===== config.mk =====
export PLATFORM = sky130hd
export DESIGN_NAME = id_ex_stage_flat
export DESIGN_NICKNAME = d
export VERILOG_FILES = /design/src/rtl/id_ex_stage_pkg.sv /design/src/rtl/id_ex_stage_if.sv /design/src/rtl/id_ex_stage_hazard_detect.sv /design/src/rtl/id_ex_stage.sv /design/src/flat_wrapper.sv
export SDC_FILE = /design/constraint.sdc
export NUM_CORES = 1
export LEC_CHECK = 0
export BUFFER_PORTS_ARGS = -buffer_cell sky130_fd_sc_hd__buf_2
export CAP_MARGIN = 30
export CORE_AREA = 4 4 132 134
export DETAILED_ROUTE_END_ITERATION = 8
export DIE_AREA = 0 0 136 138
export GPL_ROUTABILITY_DRIVEN = 0
export GPL_TIMING_DRIVEN = 0
export PLACE_DENSITY = 0.69
export SYNTH_ARGS = -nofsm -noshare
export SYNTH_HDL_FRONTEND = slang
export SYNTH_SLANG_ARGS = --single-unit

===== constraint.sdc =====
create_clock -name clk -period 3.62 [get_ports clk]
set_clock_uncertainty 0.15 [all_clocks]
set_input_delay 0.724 -clock clk [delete_from_list [all_inputs] [get_ports clk]]
set_output_delay 0.724 -clock clk [all_outputs]
set_load 0.005 [all_outputs]

===== src/rtl/id_ex_stage_pkg.sv =====
// Shared pipeline package.
// Holds the ALU-op encoding and the control bundle that travels down the
// pipeline. The ID/EX, EX/MEM and MEM/WB stages all register this same bundle.
package id_ex_stage_pkg;

    localparam int ALU_OP_W = 4;

    typedef enum logic [ALU_OP_W-1:0] {
        ALU_ADD  = 4'd0,
        ALU_SUB  = 4'd1,
        ALU_AND  = 4'd2,
        ALU_OR   = 4'd3,
        ALU_XOR  = 4'd4,
        ALU_SLL  = 4'd5,
        ALU_SRL  = 4'd6,
        ALU_SRA  = 4'd7,
        ALU_SLT  = 4'd8,
        ALU_SLTU = 4'd9
    } alu_op_e;

    typedef struct packed {
        alu_op_e alu_op;
        logic    alu_src;
        logic    mem_read;
        logic    mem_write;
        logic    reg_write;
        logic    mem_to_reg;
        logic    branch;
    } ctrl_t;

endpackage


===== src/rtl/id_ex_stage_if.sv =====
// ID -> EX pipeline bus.
// The master drives the decoded instruction (id_*); the slave (the ID/EX stage)
// drives the registered EX copy (ex_*).
// Handshake: id_valid qualifies the whole id_* bundle. There is no ready signal;
// the stage's stall output is the only backpressure. While stall=1 the producer
// must hold PC and IF/ID so the same instruction is presented again next cycle.
interface id_ex_stage_if
    import id_ex_stage_pkg::*;
#(
    parameter int DATA_W = 32,
    parameter int REG_W  = 5
);
    // ID side
    logic                id_valid;
    logic [DATA_W-1:0]   id_pc;
    logic [DATA_W-1:0]   id_rs1_data;
    logic [DATA_W-1:0]   id_rs2_data;
    logic [DATA_W-1:0]   id_imm;
    logic [REG_W-1:0]    id_rs1;
    logic [REG_W-1:0]    id_rs2;
    logic [REG_W-1:0]    id_rd;
    logic                id_uses_rs1;
    logic                id_uses_rs2;
    logic [ALU_OP_W-1:0] id_alu_op;
    logic                id_alu_src;
    logic                id_mem_read;
    logic                id_mem_write;
    logic                id_reg_write;
    logic                id_mem_to_reg;
    logic                id_branch;

    // EX side
    logic                ex_valid;
    logic [DATA_W-1:0]   ex_pc;
    logic [DATA_W-1:0]   ex_rs1_data;
    logic [DATA_W-1:0]   ex_rs2_data;
    logic [DATA_W-1:0]   ex_imm;
    logic [REG_W-1:0]    ex_rs1;
    logic [REG_W-1:0]    ex_rs2;
    logic [REG_W-1:0]    ex_rd;
    logic [ALU_OP_W-1:0] ex_alu_op;
    logic                ex_alu_src;
    logic                ex_mem_read;
    logic                ex_mem_write;
    logic                ex_reg_write;
    logic                ex_mem_to_reg;
    logic                ex_branch;

    modport master (
        output id_valid, id_pc, id_rs1_data, id_rs2_data, id_imm,
               id_rs1, id_rs2, id_rd, id_uses_rs1, id_uses_rs2,
               id_alu_op, id_alu_src, id_mem_read, id_mem_write,
               id_reg_write, id_mem_to_reg, id_branch,
        input  ex_valid, ex_pc, ex_rs1_data, ex_rs2_data, ex_imm,
               ex_rs1, ex_rs2, ex_rd, ex_alu_op, ex_alu_src, ex_mem_read,
               ex_mem_write, ex_reg_write, ex_mem_to_reg, ex_branch
    );

    modport slave (
        input  id_valid, id_pc, id_rs1_data, id_rs2_data, id_imm,
               id_rs1, id_rs2, id_rd, id_uses_rs1, id_uses_rs2,
               id_alu_op, id_alu_src, id_mem_read, id_mem_write,
               id_reg_write, id_mem_to_reg, id_branch,
        output ex_valid, ex_pc, ex_rs1_data, ex_rs2_data, ex_imm,
               ex_rs1, ex_rs2, ex_rd, ex_alu_op, ex_alu_src, ex_mem_read,
               ex_mem_write, ex_reg_write, ex_mem_to_reg, ex_branch
    );

endinterface


===== src/rtl/id_ex_stage_hazard_detect.sv =====
// hazard_detect: combinational load-use detector.
// Ports: ex_valid/ex_mem_read/ex_rd describe the instruction now in EX;
// id_valid/id_rs1/id_rs2/id_uses_rs1/id_uses_rs2 describe the one in ID;
// load_use is high when the ID instruction reads the register a load in EX
// has not yet produced.
module hazard_detect #(
    parameter int REG_W = 5
) (
    input  logic             ex_valid,
    input  logic             ex_mem_read,
    input  logic [REG_W-1:0] ex_rd,
    input  logic             id_valid,
    input  logic [REG_W-1:0] id_rs1,
    input  logic [REG_W-1:0] id_rs2,
    input  logic             id_uses_rs1,
    input  logic             id_uses_rs2,
    output logic             load_use
);

    logic rs1_hit;
    logic rs2_hit;

    // x0 is hard-wired zero, so a load targeting it never produces a value.
    assign rs1_hit  = id_uses_rs1 && (id_rs1 == ex_rd);
    assign rs2_hit  = id_uses_rs2 && (id_rs2 == ex_rd);
    assign load_use = ex_valid && ex_mem_read && (ex_rd != '0) && id_valid
                      && (rs1_hit || rs2_hit);

endmodule


===== src/rtl/id_ex_stage.sv =====
// id_ex_stage: ID/EX pipeline register with load-use stall and flush.
// Ports: clk, rst_n (synchronous active-low); flush squashes the ID
// instruction; stall (combinational) holds PC and IF/ID; stall_cnt and
// bubble_cnt are saturating performance counters; bus carries the ID inputs
// and the registered EX outputs.
module id_ex_stage
    import id_ex_stage_pkg::*;
#(
    parameter int DATA_W = 32,
    parameter int REG_W  = 5,
    parameter int CNT_W  = 16
) (
    input  logic             clk,
    input  logic             rst_n,
    input  logic             flush,
    output logic             stall,
    output logic [CNT_W-1:0] stall_cnt,
    output logic [CNT_W-1:0] bubble_cnt,
    id_ex_stage_if.slave     bus
);

    localparam logic [CNT_W-1:0] CNT_ONE = CNT_W'(1);

    logic              load_use;
    logic              bubble;
    logic              take;
    ctrl_t             id_ctrl;
    ctrl_t             ex_ctrl;
    logic              ex_valid_q;
    logic [DATA_W-1:0] ex_pc_q;
    logic [DATA_W-1:0] ex_rs1_data_q;
    logic [DATA_W-1:0] ex_rs2_data_q;
    logic [DATA_W-1:0] ex_imm_q;
    logic [REG_W-1:0]  ex_rs1_q;
    logic [REG_W-1:0]  ex_rs2_q;
    logic [REG_W-1:0]  ex_rd_q;

    hazard_detect #(.REG_W(REG_W)) u_hazard (
        .ex_valid    (ex_valid_q),
        .ex_mem_read (ex_ctrl.mem_read),
        .ex_rd       (ex_rd_q),
        .id_valid    (bus.id_valid),
        .id_rs1      (bus.id_rs1),
        .id_rs2      (bus.id_rs2),
        .id_uses_rs1 (bus.id_uses_rs1),
        .id_uses_rs2 (bus.id_uses_rs2),
        .load_use    (load_use)
    );

    // Flush wins: the ID instruction is squashed anyway, so holding it is pointless.
    assign stall  = load_use && !flush;
    assign bubble = load_use || flush;
    // An invalid ID slot also loads an all-zero bubble, but is not counted.
    assign take   = bus.id_valid && !bubble;

    always_comb begin
        id_ctrl            = '0;
        id_ctrl.alu_op     = alu_op_e'(bus.id_alu_op);
        id_ctrl.alu_src    = bus.id_alu_src;
        id_ctrl.mem_read   = bus.id_mem_read;
        id_ctrl.mem_write  = bus.id_mem_write;
        id_ctrl.reg_write  = bus.id_reg_write;
        id_ctrl.mem_to_reg = bus.id_mem_to_reg;
        id_ctrl.branch     = bus.id_branch;
    end

    // Bubbles clear every field, which also drops ex_mem_read so a held
    // consumer issues on the following cycle (at most one stall per load).
    always_ff @(posedge clk) begin
        if (!rst_n || !take) begin
            ex_valid_q    <= 1'b0;
            ex_pc_q       <= '0;
            ex_rs1_data_q <= '0;
            ex_rs2_data_q <= '0;
            ex_imm_q      <= '0;
            ex_rs1_q      <= '0;
            ex_rs2_q      <= '0;
            ex_rd_q       <= '0;
            ex_ctrl       <= '0;
        end else begin
            ex_valid_q    <= 1'b1;
            ex_pc_q       <= bus.id_pc;
            ex_rs1_data_q <= bus.id_rs1_data;
            ex_rs2_data_q <= bus.id_rs2_data;
            ex_imm_q      <= bus.id_imm;
            ex_rs1_q      <= bus.id_rs1;
            ex_rs2_q      <= bus.id_rs2;
            ex_rd_q       <= bus.id_rd;
            ex_ctrl       <= id_ctrl;
        end
    end

    always_ff @(posedge clk) begin
        if (!rst_n) begin
            stall_cnt  <= '0;
            bubble_cnt <= '0;
        end else begin
            if (stall && (stall_cnt != '1)) begin
                stall_cnt <= stall_cnt + CNT_ONE;
            end
            if (bubble && (bubble_cnt != '1)) begin
                bubble_cnt <= bubble_cnt + CNT_ONE;
            end
        end
    end

    assign bus.ex_valid      = ex_valid_q;
    assign bus.ex_pc         = ex_pc_q;
    assign bus.ex_rs1_data   = ex_rs1_data_q;
    assign bus.ex_rs2_data   = ex_rs2_data_q;
    assign bus.ex_imm        = ex_imm_q;
    assign bus.ex_rs1        = ex_rs1_q;
    assign bus.ex_rs2        = ex_rs2_q;
    assign bus.ex_rd         = ex_rd_q;
    assign bus.ex_alu_op     = ex_ctrl.alu_op;
    assign bus.ex_alu_src    = ex_ctrl.alu_src;
    assign bus.ex_mem_read   = ex_ctrl.mem_read;
    assign bus.ex_mem_write  = ex_ctrl.mem_write;
    assign bus.ex_reg_write  = ex_ctrl.reg_write;
    assign bus.ex_mem_to_reg = ex_ctrl.mem_to_reg;
    assign bus.ex_branch     = ex_ctrl.branch;

endmodule


===== src/flat_wrapper.sv =====
// flat-port wrapper written by rule: the top's interface ports become plain ports
module id_ex_stage_flat import id_ex_stage_pkg::*;
#(
    parameter int DATA_W = 32,
    parameter int REG_W  = 5,
    parameter int CNT_W  = 16
)
  (clk, rst_n, flush, stall, stall_cnt, bubble_cnt, bus_id_valid, bus_id_pc, bus_id_rs1_data, bus_id_rs2_data, bus_id_imm, bus_id_rs1, bus_id_rs2, bus_id_rd, bus_id_uses_rs1, bus_id_uses_rs2, bus_id_alu_op, bus_id_alu_src, bus_id_mem_read, bus_id_mem_write, bus_id_reg_write, bus_id_mem_to_reg, bus_id_branch, bus_ex_valid, bus_ex_pc, bus_ex_rs1_data, bus_ex_rs2_data, bus_ex_imm, bus_ex_rs1, bus_ex_rs2, bus_ex_rd, bus_ex_alu_op, bus_ex_alu_src, bus_ex_mem_read, bus_ex_mem_write, bus_ex_reg_write, bus_ex_mem_to_reg, bus_ex_branch);
  id_ex_stage_if #(.DATA_W(DATA_W), .REG_W(REG_W)) bus_i ();
  input  logic clk;
  input  logic rst_n;
  input  logic flush;
  output logic stall;
  output logic [CNT_W-1:0] stall_cnt;
  output logic [CNT_W-1:0] bubble_cnt;
  input wire logic [$bits(bus_i.id_valid)-1:0] bus_id_valid;
  input wire logic [$bits(bus_i.id_pc)-1:0] bus_id_pc;
  input wire logic [$bits(bus_i.id_rs1_data)-1:0] bus_id_rs1_data;
  input wire logic [$bits(bus_i.id_rs2_data)-1:0] bus_id_rs2_data;
  input wire logic [$bits(bus_i.id_imm)-1:0] bus_id_imm;
  input wire logic [$bits(bus_i.id_rs1)-1:0] bus_id_rs1;
  input wire logic [$bits(bus_i.id_rs2)-1:0] bus_id_rs2;
  input wire logic [$bits(bus_i.id_rd)-1:0] bus_id_rd;
  input wire logic [$bits(bus_i.id_uses_rs1)-1:0] bus_id_uses_rs1;
  input wire logic [$bits(bus_i.id_uses_rs2)-1:0] bus_id_uses_rs2;
  input wire logic [$bits(bus_i.id_alu_op)-1:0] bus_id_alu_op;
  input wire logic [$bits(bus_i.id_alu_src)-1:0] bus_id_alu_src;
  input wire logic [$bits(bus_i.id_mem_read)-1:0] bus_id_mem_read;
  input wire logic [$bits(bus_i.id_mem_write)-1:0] bus_id_mem_write;
  input wire logic [$bits(bus_i.id_reg_write)-1:0] bus_id_reg_write;
  input wire logic [$bits(bus_i.id_mem_to_reg)-1:0] bus_id_mem_to_reg;
  input wire logic [$bits(bus_i.id_branch)-1:0] bus_id_branch;
  output wire logic [$bits(bus_i.ex_valid)-1:0] bus_ex_valid;
  output wire logic [$bits(bus_i.ex_pc)-1:0] bus_ex_pc;
  output wire logic [$bits(bus_i.ex_rs1_data)-1:0] bus_ex_rs1_data;
  output wire logic [$bits(bus_i.ex_rs2_data)-1:0] bus_ex_rs2_data;
  output wire logic [$bits(bus_i.ex_imm)-1:0] bus_ex_imm;
  output wire logic [$bits(bus_i.ex_rs1)-1:0] bus_ex_rs1;
  output wire logic [$bits(bus_i.ex_rs2)-1:0] bus_ex_rs2;
  output wire logic [$bits(bus_i.ex_rd)-1:0] bus_ex_rd;
  output wire logic [$bits(bus_i.ex_alu_op)-1:0] bus_ex_alu_op;
  output wire logic [$bits(bus_i.ex_alu_src)-1:0] bus_ex_alu_src;
  output wire logic [$bits(bus_i.ex_mem_read)-1:0] bus_ex_mem_read;
  output wire logic [$bits(bus_i.ex_mem_write)-1:0] bus_ex_mem_write;
  output wire logic [$bits(bus_i.ex_reg_write)-1:0] bus_ex_reg_write;
  output wire logic [$bits(bus_i.ex_mem_to_reg)-1:0] bus_ex_mem_to_reg;
  output wire logic [$bits(bus_i.ex_branch)-1:0] bus_ex_branch;
  assign bus_i.id_valid = bus_id_valid;
  assign bus_i.id_pc = bus_id_pc;
  assign bus_i.id_rs1_data = bus_id_rs1_data;
  assign bus_i.id_rs2_data = bus_id_rs2_data;
  assign bus_i.id_imm = bus_id_imm;
  assign bus_i.id_rs1 = bus_id_rs1;
  assign bus_i.id_rs2 = bus_id_rs2;
  assign bus_i.id_rd = bus_id_rd;
  assign bus_i.id_uses_rs1 = bus_id_uses_rs1;
  assign bus_i.id_uses_rs2 = bus_id_uses_rs2;
  assign bus_i.id_alu_op = bus_id_alu_op;
  assign bus_i.id_alu_src = bus_id_alu_src;
  assign bus_i.id_mem_read = bus_id_mem_read;
  assign bus_i.id_mem_write = bus_id_mem_write;
  assign bus_i.id_reg_write = bus_id_reg_write;
  assign bus_i.id_mem_to_reg = bus_id_mem_to_reg;
  assign bus_i.id_branch = bus_id_branch;
  assign bus_ex_valid = bus_i.ex_valid;
  assign bus_ex_pc = bus_i.ex_pc;
  assign bus_ex_rs1_data = bus_i.ex_rs1_data;
  assign bus_ex_rs2_data = bus_i.ex_rs2_data;
  assign bus_ex_imm = bus_i.ex_imm;
  assign bus_ex_rs1 = bus_i.ex_rs1;
  assign bus_ex_rs2 = bus_i.ex_rs2;
  assign bus_ex_rd = bus_i.ex_rd;
  assign bus_ex_alu_op = bus_i.ex_alu_op;
  assign bus_ex_alu_src = bus_i.ex_alu_src;
  assign bus_ex_mem_read = bus_i.ex_mem_read;
  assign bus_ex_mem_write = bus_i.ex_mem_write;
  assign bus_ex_reg_write = bus_i.ex_reg_write;
  assign bus_ex_mem_to_reg = bus_i.ex_mem_to_reg;
  assign bus_ex_branch = bus_i.ex_branch;
  id_ex_stage #(.DATA_W(DATA_W), .REG_W(REG_W), .CNT_W(CNT_W)) u_core (.clk(clk), .rst_n(rst_n), .flush(flush), .stall(stall), .stall_cnt(stall_cnt), .bubble_cnt(bubble_cnt), .bus(bus_i));
endmodule

==> flow_metrics.py <==
metrics = {
    "synthesis": {
        "ys_async_sr_fraction_pct": 0,
        "synth_seq_area_share_pct": 62.8,
        "synth.cell_area_sq_um": 5930,
        "synth-edff-count": 0,
        "synth_ff_type": "dfxtp_1",
        "synth_cell_type_count": 44,
        "synth_nets": 702,
        "synth_cells": 541,
        "yosysWarnings": 0,
        "syn_area_per_cell_sq_um": 11.0,
        "ys_ff_latch": 186,
    },
    "sta": {
        "rsz0062_at_grt": "false",
        "fin_ws_ps": 804,
        "fin_tns_setup_ps": 0,
        "tightest_slew_ps": 574,
        "period_share_pct": 77.8,
        "relSlewSlack_pct": 60.7,
        "hold_viol": 0,
        "finalCriticalPeriod_ps": 2820,
        "setup_viol": 0,
        "drv_slew": 0,
        "whs_ps": 344,
        "fmax_mhz": 355,
    },
    "floorplanning": {
        "fp-row-count": 47,
        "start_util_pct": 36.4,
        "ios": 346,
        "chipHeight_um": 138,
        "dieArea_sq_um": 18800,
        "coreArea_sq_um": 16300,
        "dieWidth_um": 136,
    },
    "clock_network": {
        "clkTransAtPathRegs_ps": 70,
        "cts_buffer_depth": 2,
        "cts_buffers": 17,
        "clockRootBuffer": "clkbuf_16",
        "post_cts_buffers": 0,
        "clkLatencyLatePin_ps": 420,
        "cts.sinks": 186,
        "cts-resized-gates": 0,
        "holdBufCountCts": 0,
        "htree_levels": 4,
        "cts_tree": "done",
    },
    "cells_and_area": {
        "final_layout_size_suffix_gt1_share_pct": 43.5,
        "nFillCells": 1497,
        "layout_commonest_cell": "buf_2",
        "syn_to_final_growth_pct": 43.7,
        "final_cell_mix": "buf_2 (348), dfxtp_1 (186), and2_1 (155)",
        "fin_util_pct": 52.3,
        "nets": 1066,
    },
    "setup_path": {
        "crit_type": "flip-flop to output port",
        "crit_path_end": "stall",
        "end_kind": "output port",
        "r2r-start": "u_core.bus.ex_rd[1]",
        "r2r_cells": 9,
        "worst_ep_arrival_time_ps": 1940,
        "cp_data_required_time_ps": 2750,
        "regToRegEndpoint": "u_core.bus.ex_rs2_data[18]",
        "critical_path.startpoint": "u_core.bus.ex_rd[1]",
        "worstPathMaxFanout": 4,
        "start_kind": "flip-flop",
        "reg2reg_slack_ps": 1120,
    },
    "pwr": {
        "seq_power_share_pct": 50.6,
        "combPwrFrac_pct": 5.5,
        "p_sw_share_pct": 23.2,
        "switchingPower_mw": 0.967,
        "p_leak_nw": 4.28,
        "pwr-share-clk_pct": 44.0,
        "ir_worst_vdd_mv": 0.304,
        "powerDensity_nw_per_um2": 489,
        "intPower_mw": 3.20,
    },
    "routing": {
        "vias_per_cell": 4.31,
        "avgRoutedWirePerCell_um": 15.6,
        "post-route-drc-count": 0,
        "vias": 4910,
        "postRouteAntennaNets": 0,
        "drt_iter0_markers": 74,
        "dr.pass1.iters": 6,
        "drt-total-wl_mm": 17.8,
    },
    "run": {
        "drv_cap": 0,
    },
    "min_path": {
        "hp-class": "primary input to flip-flop",
    },
    "grt": {
        "grt_usage_pct": 18.6,
        "grt_pass1_vias": 4690,
        "antenna_found_initial": 3,
        "grt-ovfl-total": 0,
        "grt_pass1_wl_mm": 27.0,
        "grt_max_degree": 19,
    },
    "placement": {
        "hpwlAfterDp_mm": 14.3,
        "dp_slack_ps": 692,
        "io_buffers": 345,
    },
    "outcome": {
        "outcome": "finished, final reports clean",
    },
}
==> layout make-up <==
| cell class | instances | area [sq um] | area share [%] |
|---|---|---|---|
| Antenna cell | 2 | 5.00 | 0.0587 |
| Multi-Input combinational cell | 325 | 2050 | 24.0 |
| Buffer | 24 | 138 | 1.61 |
| Tap cell | 220 | 275 | 3.23 |
| Timing Repair Buffer | 345 | 1730 | 20.3 |
| Clock inverter | 14 | 158 | 1.85 |
| Inverter | 6 | 22.5 | 0.264 |
| Sequential cell | 186 | 3720 | 43.7 |
| Clock buffer | 18 | 429 | 5.03 |
==> power by group through the flow <==
stage	registers, mW	clock network, mW	logic (mW)
floorplan	2.16	0	0.0712
global placement	2.16	0	0.228
detailed placement	2.16	0	0.232
CTS	2.11	1.87	0.233
global route	2.11	1.95	0.258
finish	2.11	1.83	0.228
==> Yosys cell counts (all sizes together) (5+ instances only) <==
cell type  count  area share [%]
inv            6            0.38
o21ai         10            0.84
o21a           5            0.63
and2         155              16
dfxtp        186              63
buf           11             1.3
nor2          12            0.76
or4            6            0.76
a21oi         14             1.2
xnor2         11             1.6
nand2b         7            0.74
clkbuf        13            0.99
nand3         14             1.2
mux2i          7             1.2
nand2         24             1.5
nand4         10             1.1
o31ai          5            0.63
or3            8            0.84
==> worst min path at each step <==
stage,from,endpoint,slack (ps),cells past startpoint
floorplan,u_core.stall_cnt[10],u_core.stall_cnt[10],320,2
global placement,u_core.stall_cnt[10],u_core.stall_cnt[10],320,2
detailed placement,u_core.stall_cnt[10],u_core.stall_cnt[10],330,2
CTS,bus_id_pc[23],u_core.bus.ex_pc[23],330,2
global route,bus_id_rs1_data[18],u_core.bus.ex_rs1_data[18],330,2
finish,bus_id_rs2_data[30],u_core.bus.ex_rs2_data[30],340,2
==> cell families (layout without fill, tap and decap cells) <==
group | count (synthesis) | after routing | synth area share (%)
and+or+nand+nor | 257 | 257 | 25.8
other | 0 | 2 | 0
AOI/OAI and AO/OA | 44 | 44 | 4.89
adders and majority gates | 2 | 2 | 0.422
xor gates and xnor gates | 15 | 15 | 2.22
DFF | 186 | 186 | 62.8
muxes | 7 | 7 | 1.18
buffers and inverters | 30 | 407 | 2.70
==> through the flow <==
step	cell area, sq um	std cells	total power [mW]
final	8520	1140	4.17
after global routing	8520	1140	4.32
after CTS	8520	1138	4.21
after detailed placement	7930	1106	2.39
after global placement	7930	1106	2.38
after floorplan	5930	541	2.23
==> layer usage <==
layer	track usage (%)	vias up	share of wire [%]
met4	5.84	2	2.1
li1	-	2512	-
met5	0	-	0.073
met3	5.92	24	8.0
met2	32.4	175	51
met1	21.7	2197	39
==> critical path, cell delays in order, from the launching register on <==
cell and delay, ps:
dfxtp_1 380, or4_1 600, o2111ai_1 290, nor3_1 100, buf_2 140
No activity file was read; power rests on OpenSTA's default activity.
